$ cat src/rtl/spi_master.sv
// ============================================================================
// Module  : spi_master
// Brief   : Mode-0 SPI master (MSB first, 8-bit frames) with a valid/ready
//           byte stream. Optional loopback port when SPI_MASTER_LOOPBACK_EN.
// Revision: 1.0 - initial release
// ============================================================================
`default_nettype none

module spi_master #(
  parameter int CLK_DIV = 8
) (
  input  logic       clk,
  input  logic       rst_n,
  input  logic       tx_valid,
  output logic       tx_ready,
  input  logic [7:0] tx_data,
  input  logic       tx_last,
  output logic       rx_valid,
  output logic [7:0] rx_data,
  output logic       SCK,
  output logic       SSEL,
  output logic       MOSI,
`ifdef SPI_MASTER_LOOPBACK_EN
  input  logic       loopback,
`endif
  input  logic       MISO
);

  if (CLK_DIV < 4 || CLK_DIV > 255) begin : g_clk_div_range
    $error("spi_master: CLK_DIV=%0d outside legal range 4..255", CLK_DIV);
  end

  localparam logic [7:0] DIV_LAST = 8'(CLK_DIV - 1);

  typedef enum logic [2:0] {
    S_IDLE = 3'd0,
    S_LOW  = 3'd1,
    S_HIGH = 3'd2,
    S_WAIT = 3'd3,
    S_HOLD = 3'd4,
    S_GAP  = 3'd5
  } state_t;

  state_t      state, state_n;
  logic [7:0]  div_cnt;
  logic [2:0]  bit_cnt;
  logic [6:0]  shreg;      // bits still to send; the current bit sits in MOSI
  logic [7:0]  rxsh;
  logic        last_r;
  logic        miso_meta, miso_sync;
  logic        rx_bit;
  logic        phase_end, timed;
  logic        load, sample, shift, finish;
  logic        sck_n, ssel_n;

  assign phase_end = (div_cnt == DIV_LAST);
  assign timed     = (state == S_LOW) || (state == S_HIGH) ||
                     (state == S_HOLD) || (state == S_GAP);

`ifdef SPI_MASTER_LOOPBACK_EN
  assign rx_bit = loopback ? MOSI : miso_sync;
`else
  assign rx_bit = miso_sync;
`endif

  always_ff @(posedge clk or negedge rst_n) begin
    if (!rst_n) state <= S_IDLE;
    else        state <= state_n;
  end

  always_comb begin
    state_n  = state;
    tx_ready = 1'b0;
    load     = 1'b0;
    sample   = 1'b0;
    shift    = 1'b0;
    finish   = 1'b0;
    sck_n    = SCK;
    ssel_n   = SSEL;
    case (state)
      S_IDLE: begin
        tx_ready = 1'b1;
        if (tx_valid) begin
          load    = 1'b1;
          ssel_n  = 1'b0;
          state_n = S_LOW;
        end
      end
      S_LOW: begin
        if (phase_end) begin
          sck_n   = 1'b1;
          sample  = 1'b1;
          state_n = S_HIGH;
        end
      end
      S_HIGH: begin
        if (phase_end) begin
          sck_n = 1'b0;
          if (bit_cnt == 3'd7) begin
            finish  = 1'b1;
            state_n = last_r ? S_HOLD : S_WAIT;
          end else begin
            shift   = 1'b1;
            state_n = S_LOW;
          end
        end
      end
      S_WAIT: begin
        tx_ready = 1'b1;
        if (tx_valid) begin
          load    = 1'b1;
          state_n = S_LOW;
        end
      end
      S_HOLD: begin
        if (phase_end) begin
          ssel_n  = 1'b1;
          state_n = S_GAP;
        end
      end
      S_GAP: begin
        if (phase_end) state_n = S_IDLE;
      end
      default: state_n = S_IDLE;
    endcase
  end

  always_ff @(posedge clk or negedge rst_n) begin
    if (!rst_n) begin
      miso_meta <= 1'b0;
      miso_sync <= 1'b0;
      div_cnt   <= 8'd0;
      bit_cnt   <= 3'd0;
      shreg     <= 7'd0;
      rxsh      <= 8'd0;
      last_r    <= 1'b0;
      SCK       <= 1'b0;
      SSEL      <= 1'b1;
      MOSI      <= 1'b0;
      rx_valid  <= 1'b0;
      rx_data   <= 8'd0;
    end else begin
      miso_meta <= MISO;
      miso_sync <= miso_meta;
      div_cnt   <= (timed && !phase_end) ? div_cnt + 8'd1 : 8'd0;
      SCK       <= sck_n;
      SSEL      <= ssel_n;
      rx_valid  <= finish;
      if (load) begin
        MOSI    <= tx_data[7];
        shreg   <= tx_data[6:0];
        last_r  <= tx_last;
        bit_cnt <= 3'd0;
      end
      if (sample) rxsh <= {rxsh[6:0], rx_bit};
      if (shift) begin
        MOSI    <= shreg[6];
        shreg   <= {shreg[5:0], 1'b0};
        bit_cnt <= bit_cnt + 3'd1;
      end
      if (finish) rx_data <= rxsh;
    end
  end

endmodule

`default_nettype wire

$ cat config.mk
export PLATFORM = sky130hd
export DESIGN_NAME = spi_master
export DESIGN_NICKNAME = d
export VERILOG_FILES = /design/src/rtl/spi_master.sv
export SDC_FILE = /design/constraint.sdc
export NUM_CORES = 1
export LEC_CHECK = 0
export CORE_UTILIZATION = 50
export DETAILED_ROUTE_END_ITERATION = 8
export HOLD_SLACK_MARGIN = 0.12
export PLACE_DENSITY = 0.69
export SETUP_SLACK_MARGIN = 0.3
export SLEW_MARGIN = 20
export SYNTH_ARGS = -nofsm -noshare
export SYNTH_HDL_FRONTEND = slang
export SYNTH_SLANG_ARGS = --single-unit
$ cat constraint.sdc
create_clock -name clk -period 2.2 [get_ports clk]
set_input_delay 0.66 -clock clk [delete_from_list [all_inputs] [get_ports clk]]
set_output_delay 0.66 -clock clk [all_outputs]
set_load 0.005 [all_outputs]
==> impl_metrics.tcl, run 1 <==
set metrics [dict create \
    status "finished clean" \
    synth_nets 177 \
    regArea_mm2 0.001105 \
    port_buffers 25 \
    relSlewSlack 0.6389 \
    synth_area_mm2 0.001989 \
    cpLargestDelayFamily "simple AND/OR/NAND/NOR gates" \
    r2r_start "state[0]" \
    max_cap_viol_count 0 \
    clkLatencyLatePin_ns 0.28 \
    grt_usage 0.1816 \
    max_stage_delay_ns 0.62 \
    start_util 0.5314 \
    grt_max_degree 45 \
    yosysWarnings 0 \
    area.growth.synth_to_final_pct 26.67 \
    grt_pass1_wl_mm 5.878 \
    route.detailed.drc 0 \
    hpwlAfterDp_mm 2.288 \
    layout.filler_cells 279 \
    wire_per_inst_um 13.72 \
    multi_input_area_um2 872.1 \
    die_x_um 65.08 \
    grt_pass1_vias 1331 \
    tightestPinTransition_ns 0.5417 \
    regToRegEndpoint "bit_cnt[0]" \
    drt_iter0_drc 57 \
    clk_pin_slew_worst_paths_ns 0.07 \
    cp_num_buf_inv 1 \
    p_leak_nw 1.186 \
    place_area_mm2 0.002311 \
    drv_slew 0 \
    routed_via_density 5.336 \
    mostFrequentLayoutCells "41 x dfrtp_1, 22 x clkdlybuf4s50_1, 16 x mux2_2, 15 x nor2_1, 15 x buf_4" \
    synth_seq_area_share 0.5541 \
    fin_skew_ns 0.002914 \
    hold_buffers 0 \
    fin_nets 221 \
    max_freq_ghz 0.5391 \
    synthCells 161 \
    coreArea_mm2 0.003744 \
    numCtsBuffers 5 \
    r2r_cells 5 \
    finalSetupViolations 0 \
    numClockSinks 44 \
    die-area_mm2 0.004235 \
    cp_max_fo 3 \
    grt_overflow 0 \
    hold_path_end "miso_sync" \
    stdcell_area_mm2 0.002520 \
    critPathLaunchType "primary input" \
    slowest_stage "or4b_2" \
    path_cells "clkdlybuf4s50_1, or4b_2, o21ai_0, a31oi_1, o311ai_0" \
    drtPass1Iterations 4 \
    rsz0062_at_grt "false" \
    worstPathArrival_ns 2.03 \
    wl_mm 3.471 \
    worstSetupPathType "primary input to flip-flop" \
    boundaryPins 26 \
    pwr_density_cell_mw_per_mm2 984.3 \
    whs_path_depth 0 \
    clockBufferDepth 2 \
    drive_gt1_frac 0.3317 \
    antenna_found_initial 0 \
    cts_tree "built" \
    htree_levels 2 \
    die_h_um 65.08 \
    setup_tns_ns 0 \
    ir_worst_vdd_mv 0.7207 \
    final_common_cell "dfrtp_1" \
    final_antenna_net_count 0 \
    hold_path_startpoint "miso_meta" \
    finalCritPeriodShare 0.8432 \
    gp_congestion 0.8204 \
    root_buffer "clkbuf_8" \
    route.vias.total 1350 \
    hp-class "flip-flop to flip-flop" \
    reg2reg_slack_ns 0.37 \
    ys_types 40 \
    antenna_cells 0 \
    crit_path_end_kind "flip-flop" \
    cp.required_ns 2.37 \
    syn-mean-instance-area_um2 12.36 \
    rows 22 \
    min_period_ns 1.855 \
    synth_seq_cells 44 \
    finalHoldViolCount 0 \
]
[stage by stage]
step / total power [W] / utilization / hold slack, ns / worst slack [ns] / instances
6_report: 0.002480 / 0.6731 / 0.3495 / 0.3449 / 253
2_1_floorplan: 0.001663 / - / 0.3312 / 0.3295 / 161
4_1_cts: 0.002387 / 0.6434 / 0.3513 / 0.2200 / 242
3_3_place_gp: 0.001879 / 0.6173 / 0.3354 / 0.1049 / 234
3_5_place_dp: 0.001913 / 0.6173 / 0.3450 / 0.06699 / 234
5_1_grt: 0.002649 / 0.6731 / 0.3572 / 0.2845 / 253
[state kept, by name, summed over array words and instances (netlist names), 3 cells and up]
| name | count |
|---|---|
| rxsh | 8 |
| div_cnt | 8 |
| state | 3 |
| shreg | 7 |
| bit_cnt | 3 |
| rx_data | 8 |
[worst register-to-register path, stage by stage, from the launching register on]
cell and delay [ns]:
dfrtp_1 0.40, buf_6 0.14, or3b_4 0.41, nor4_4 0.38, nor2_4 0.13, mux2_4 0.27
[synthesized netlist by cell type]
master | count | area [µm²]
a21o_2 | 3 | 26.28
ha_1 | 3 | 37.54
or4_4 | 1 | 11.26
nand3_2 | 1 | 10.01
a21o_1 | 4 | 30.03
mux2_4 | 1 | 15.01
nand2_1 | 7 | 26.28
o221a_2 | 1 | 11.26
or4b_2 | 1 | 10.01
dfstp_2 | 1 | 26.28
nor2b_1 | 1 | 6.260
a21oi_1 | 4 | 20.02
and2_1 | 1 | 6.260
nor2_2 | 1 | 6.260
buf_6 | 1 | 11.26
xor2_1 | 3 | 26.28
o311ai_0 | 1 | 8.760
nand3_1 | 4 | 20.02
o21ai_0 | 6 | 30.03
a31oi_1 | 2 | 12.51
nand2b_1 | 5 | 31.28
nor2_4 | 1 | 11.26
nand4_1 | 1 | 6.260
a21boi_0 | 1 | 7.510
nand4_2 | 1 | 12.51
xnor2_1 | 4 | 35.03
nor4_4 | 1 | 21.27
mux2_2 | 17 | 191.4
nand3b_1 | 1 | 7.510
nor2_1 | 15 | 56.30
dfrtp_1 | 43 | 1076
or3b_2 | 1 | 8.760
a22o_4 | 4 | 70.07
nor3_1 | 3 | 15.01
a211o_1 | 1 | 8.760
or2_2 | 2 | 12.51
inv_1 | 4 | 15.01
a22o_1 | 3 | 26.28
clkbuf_1 | 4 | 15.01
buf_2 | 2 | 10.01
[routing by layer]
layer / vias to the layer above / track usage / wire, µm
met3: 9 / 0.04401 / 132
met2: 29 / 0.2995 / 1753
li1: 646 / - / -
met1: 666 / 0.2284 / 1513
met4: 0 / 0.07337 / 72
met5: - / 0 / 0
[cell type report]
class,instances,share of cell area
Clock buffer,6,0.02880
Clock inverter,1,0.001986
Inverter,4,0.005958
Multi-Input combinational cell,106,0.3461
Sequential cell,44,0.4384
Tap cell,48,0.02383
Timing Repair Buffer,44,0.1549
[repair_timing]
| action | 4_1_cts | 5_1_grt |
|---|---|---|
| pin swaps | 0 | 5 |
| hold endpoints to repair | 0 | 0 |
| gates cloned | 0 | 1 |
| gates resized for setup | 6 | 12 |
| setup endpoints to repair | 10 | 29 |
| setup buffers | 1 | 10 |
[cells by family (layout without fill, tap and decap cells)]
kind of cell / Yosys count / count (layout) / share of synthesized area
flip-flops: 44 / 44 / 0.5541
adder cells (fa/ha/maj): 3 / 3 / 0.01887
AND/OR/NAND/NOR: 48 / 48 / 0.1403
AO/OA/AOI/OAI: 30 / 30 / 0.1264
multiplexers: 18 / 18 / 0.1038
XOR/XNOR: 7 / 7 / 0.03082
buffers and inverters: 11 / 55 / 0.02578
[worst max-delay path by stage]
| stage | startpoint | to | slack [ns] | depth (start not counted) |
|---|---|---|---|---|
| 2_1_floorplan | div_cnt[3] | bit_cnt[0] | 0.33 | 4 |
| 3_3_place_gp | tx_valid | state[0] | 0.10 | 5 |
| 3_5_place_dp | tx_valid | state[0] | 0.07 | 5 |
| 4_1_cts | state[0] | tx_ready | 0.22 | 3 |
| 5_1_grt | tx_valid | state[0] | 0.28 | 5 |
| 6_report | tx_valid | state[0] | 0.34 | 5 |
[where the power goes]
part,internal [W],switching (W)
clock network,0.000216,0.000240
registers,0.000995,0.000136
logic,0.000489,0.000404
total,0.00170,0.000781
Power figures use the tool's default switching activity.
==> run 2, diff against run 1 <==
Settings changed: CORE_UTILIZATION 50 to 49, PLACE_DENSITY 0.69 to 0.71.
Clock period 2.2 ns to 1.5 ns, I/O delays scaled along.
==> run 2 against run 1 <==
  * The run now ends with negative setup slack left
  * Sequential power grew 43%
  * Critical path type is now flip-flop to flip-flop
  * Global-route usage grew 2.6 points
  * Largest cell class unchanged
  * Critical endpoint is now rx_data[6]
  * Combinational power grew 83%
  * Cell count grew 6.7%
  * Via count grew 5.5%
  * Non-clock buffer count grew 16
  * Total power grew 69%
  * Clock skew grew 0.0067 ns
  * Worst hold slack lost 0.23 ns
  * Clock power grew 110%
  * Sequential share of layout area shrank 2.8 points
  * Utilization grew 3.9 points
==> impl_metrics.tcl, run 2 (synthesized netlist as in run 1, its figures left out) <==
set metrics [dict create \
    clockBufferDepth 2 \
    relSlewSlack 0.7543 \
    clkLatencyLatePin_ns 0.30 \
    htree_levels 2 \
    mostFrequentLayoutCells "43 x dfrtp_1, 29 x buf_4, 16 x mux2_2, 14 x nor2_1, 14 x buf_2" \
    drt_iter0_drc 44 \
    rows 22 \
    drv_slew 0 \
    power_w 0.004199 \
    critPathLaunchType "flip-flop" \
    worstSetupPathType "flip-flop to flip-flop" \
    route.vias.total 1424 \
    internal_power_w 0.002905 \
    min_period_ns 1.841 \
    finalCritPeriodShare 1.228 \
    die_x_um 65.72 \
    die-area_mm2 0.004319 \
    place_area_mm2 0.002496 \
    reg_top3 "div_cnt: 8 flops, rx_data: 8 flops, rxsh: 8 flops" \
    gp_congestion 0.8211 \
    p_sw_w 0.001293 \
    hp-class "primary input to asynchronous set/reset pin" \
    crit_path_end_kind "flip-flop" \
    pwr-share-comb 0.389 \
    area.growth.synth_to_final_pct 34.97 \
    final_common_cell "dfrtp_1" \
    wire_per_inst_um 14.46 \
    numClockSinks 44 \
    fin_skew_ns 0.009568 \
    coreArea_mm2 0.003771 \
    max_freq_ghz 0.5431 \
    numCtsBuffers 5 \
    cts_tree "built" \
    grt_pass1_wl_mm 6.686 \
    die_h_um 65.72 \
    reg2reg_slack_ns -0.34 \
    fin_nets 237 \
    pwr_density_cell_mw_per_mm2 1564 \
    cp_max_fo 8 \
    clk_pin_slew_worst_paths_ns 0.09 \
    hold_buffers 0 \
    violations "negative setup slack" \
    grt_usage 0.2079 \
    drive_gt1_frac 0.4550 \
    cp.required_ns 1.68 \
    route.detailed.drc 0 \
    root_buffer "clkbuf_8" \
    p_leak_nw 1.318 \
    r2r_start "div_cnt[7]" \
    grt_overflow 0 \
    stdcell_area_mm2 0.002685 \
    worstPathArrival_ns 2.02 \
    netSwitchingFraction 0.3080 \
    tightestPinTransition_ns 0.3659 \
    power_frac_seq 0.387 \
    hpwlAfterDp_mm 2.615 \
    antenna_found_initial 0 \
    rsz0062_at_grt "true" \
    max_cap_viol_count 0 \
    antenna_cells 0 \
    boundaryPins 26 \
    pre_cts_slack_ns -0.4207 \
    routed_via_density 5.274 \
    ir_worst_vdd_mv 1.061 \
    crit_path_start "div_cnt[7]" \
    port_buffers 25 \
    finalSetupViolations 41 \
    drtPass1Iterations 4 \
    grt_pass1_vias 1482 \
    finalHoldViolCount 0 \
    wl_mm 3.903 \
    final_antenna_net_count 0 \
    start_util 0.5275 \
    grt_max_degree 45 \
    clockPowerShare 0.224 \
    status "complete, but fails checks" \
    fin_ws_ns -0.3414 \
]
run 2: final timing paths:
path                       cells past startpoint    endpoint
max                                            4  rx_data[6]
min reg2reg                                    0   miso_sync
min in group clk                               0   miso_sync
min                                            2    state[0]
max reg2reg                                    4  rx_data[6]
max in group asynchronous                      2        SSEL
run 2: power groups by stage:
| stage | Combinational (W) | Clock, W | Sequential [W] |
|---|---|---|---|
| floorplan | 0.000996 | 0 | 0.00164 |
| global placement | 0.00140 | 0 | 0.00165 |
| detailed placement | 0.00146 | 0 | 0.00167 |
| CTS | 0.00157 | 0.000966 | 0.00163 |
| global route | 0.00179 | 0.00101 | 0.00166 |
| finish | 0.00163 | 0.000940 | 0.00162 |
run 2: timing repair:
action	CTS	global route
pin swaps	4	6
endpoints found under the setup margin	55	55
setup buffers	6	4
cloned	1	0
gates resized for setup	57	7
run 2: final cells by class:
class | count | area (µm²)
Sequential cell | 44 | 1102
Fill cell | 268 | 1086
Multi-Input combinational cell | 106 | 912.1
Timing Repair Buffer | 60 | 474.2
Clock buffer | 6 | 82.58
Tap cell | 48 | 60.06
Clock inverter | 2 | 38.79
Inverter | 4 | 15.01
run 2: per-layer routing:
metal,global-route usage,vias up,share of wire
met2,0.3406,41,0.51
met1,0.2643,687,0.43
met4,0.08424,0,0.019
li1,-,685,-
met3,0.04688,11,0.044
met5,0,-,0
run 2: critical path, cell delays in order (launching register included):
cell and delay [ns]:
dfrtp_1 0.39, or4_4 0.59, nor2_4 0.20, nand4_4 0.21, mux2_2 0.33
run 2: through the flow:
stage          utilization  instances  hold WS (ns)  TNS [ns]
5_1_grt             0.7120        270        0.1304    -11.54
2_1_floorplan            -        161        0.1544    -5.487
3_3_place_gp        0.6619        251        0.3325    -8.671
3_5_place_dp        0.6619        251        0.3456    -9.775
4_1_cts             0.6994        266        0.1209    -9.641
6_report            0.7120        270        0.1179    -9.605
==> run 3, diff against run 2 <==
Settings changed: CORE_UTILIZATION 49 to 25, PLACE_DENSITY 0.71 to 0.4.
==> run 3 against run 2 <==
  * The run still ends with negative setup slack left
  * Via count grew 1.5%
  * Highest routed layer unchanged
  * Cell area grew 5.4%
  * Utilization shrank 35 points
  * Register-to-register slack lost 0.02 ns
  * Clock-buffer cell count is the same
  * Critical path depth is the same
  * Combinational power grew 7%
  * Critical path type unchanged
  * Sequential share of layout area shrank 2.1 points
  * Fmax shrank 0.95%
==> impl_metrics.tcl, run 3 (synthesized netlist as in run 1, its figures left out) <==
set metrics [dict create \
    status "complete, but fails checks" \
    violations "negative setup slack" \
    drt_iter0_drc 12 \
    fin_skew_ns 0.009971 \
    r2r_cells 4 \
    wl_met2_mm 2.130 \
    final_common_cell "dfrtp_1" \
    wire_per_inst_um 12.87 \
    coreArea_mm2 0.007727 \
    critPathLaunchType "flip-flop" \
    max_freq_ghz 0.5379 \
    grt_pass1_vias 1538 \
    route.detailed.drc 0 \
    power_w 0.004323 \
    crit_path_end_kind "flip-flop" \
    cts_tree "built" \
    antenna_cells 0 \
    gp_congestion 0.7859 \
    clockBufferDepth 2 \
    place_inst 306 \
    drv_slew 0 \
    finalHoldViolCount 0 \
    reg2reg_slack_ns -0.36 \
    die_x_um 91.21 \
    boundaryPins 26 \
    finalSetupViolations 40 \
    antenna_found_initial 0 \
    wl_met3_um 142 \
    cp_max_fo 8 \
    worstPathArrival_ns 2.03 \
    final_cells 327 \
    worstSetupPathType "flip-flop to flip-flop" \
    mostFrequentLayoutCells "43 x dfrtp_1, 28 x buf_4, 16 x mux2_2, 14 x buf_2, 10 x clkdlybuf4s50_1" \
    route.vias.total 1445 \
    tightestPinTransition_ns 0.2910 \
    start_util 0.2574 \
    numCtsBuffers 5 \
    routed_via_density 4.419 \
    port_buffers 25 \
    wl_mm 4.209 \
    drive_gt1_frac 0.4933 \
    grt_usage 0.1109 \
    grt_max_degree 45 \
    final_antenna_net_count 0 \
    grt_overflow 0 \
    ir_worst_vdd_mv 0.4990 \
    fin_ws_ns -0.3590 \
    numClockSinks 44 \
    root_buffer "clkbuf_8" \
    r2r_start "div_cnt[7]" \
    cp.required_ns 1.67 \
    drt-met1-wl_mm 1.892 \
    fin_nets 240 \
    min_period_ns 1.859 \
    rows 32 \
    regToRegEndpoint "rx_data[7]" \
    p_leak_nw 1.347 \
    hp-class "primary input to asynchronous set/reset pin" \
    crit_path_start "div_cnt[7]" \
    max_cap_viol_count 0 \
    area.growth.synth_to_final_pct 42.26 \
    grt_pass1_wl_mm 7.327 \
    clkLatencyLatePin_ns 0.29 \
    pwr_density_cell_mw_per_mm2 1527 \
    relSlewSlack 0.8054 \
    reg_top3 "div_cnt: 8 flops, rx_data: 8 flops, rxsh: 8 flops" \
    htree_levels 2 \
    finalCritPeriodShare 1.239 \
    routed.top_layer "met4" \
    drtPass1Iterations 4 \
    clk_pin_slew_worst_paths_ns 0.08 \
    die_h_um 91.21 \
    rsz0062_at_grt "true" \
    hpwlAfterDp_mm 2.836 \
    die-area_mm2 0.008318 \
]
## run 3: stage by stage
| stage | hold WS [ns] | utilization | TNS [ns] | worst slack (ns) | instance area [µm²] |
|---|---|---|---|---|---|
| 6_report | 0.1134 | 0.3663 | -10.45 | -0.3590 | 2830 |
| 4_1_cts | 0.1250 | 0.3543 | -9.694 | -0.3359 | 2738 |
| 2_1_floorplan | 0.1544 | - | -5.487 | -0.2293 | 2067 |
| 5_1_grt | 0.1356 | 0.3663 | -13.09 | -0.4227 | 2830 |
| 3_3_place_gp | 0.3384 | 0.3344 | -8.834 | -0.3548 | 2584 |
| 3_5_place_dp | 0.3372 | 0.3344 | -9.962 | -0.4087 | 2584 |
## run 3: worst max path at each step
stage | slack (ns) | endpoint | cells after the start
3_3_place_gp | -0.35 | state[0] | 5
5_1_grt | -0.42 | bit_cnt[0] | 5
6_report | -0.36 | rx_data[7] | 4
2_1_floorplan | -0.23 | bit_cnt[0] | 4
4_1_cts | -0.34 | rx_data[7] | 4
3_5_place_dp | -0.41 | state[0] | 5
## run 3: critical path, stage by stage, from the launching register on
cell     delay (ns)
dfrtp_1        0.38
or4_4          0.59
nor2_4         0.22
nand4_4        0.22
mux2_2         0.34
## run 3: where the power goes
group | switching (W) | total [W] | internal (W) | leakage (nW)
registers | 0.000167 | 0.00162 | 0.00146 | 0.573
clock network | 0.000404 | 0.000948 | 0.000545 | 0.0614
logic | 0.000779 | 0.00175 | 0.000973 | 0.713
total | 0.00135 | 0.00432 | 0.00297 | 1.35
## run 3: what timing repair did
item | 4_1_cts | 5_1_grt
cloned | 1 | 0
buffers inserted | 7 | 5
hold buffers | 0 | 0
resized for setup | 64 | 15
endpoints found under the setup margin | 55 | 55
endpoints found under the hold margin | 0 | 0
pin swaps | 5 | 11
## run 3: metal layers
layer / global-route usage / vias to the layer above
li1: - / 689
met1: 0.1415 / 724
met2: 0.1856 / 27
met3: 0.02513 / 5
met4: 0.03571 / 0
met5: 0 / -
## run 3: final cells by class
| class | instances | area, µm² |
|---|---|---|
| clock inverters | 2 | 38.79 |
| clock buffers | 6 | 82.58 |
| well taps | 102 | 127.6 |
| repair buffers | 63 | 523.0 |
| flip-flops and latches | 44 | 1102 |
| fillers | 771 | 4897 |
| multi-input cells | 106 | 940.9 |
| inverters | 4 | 15.01 |
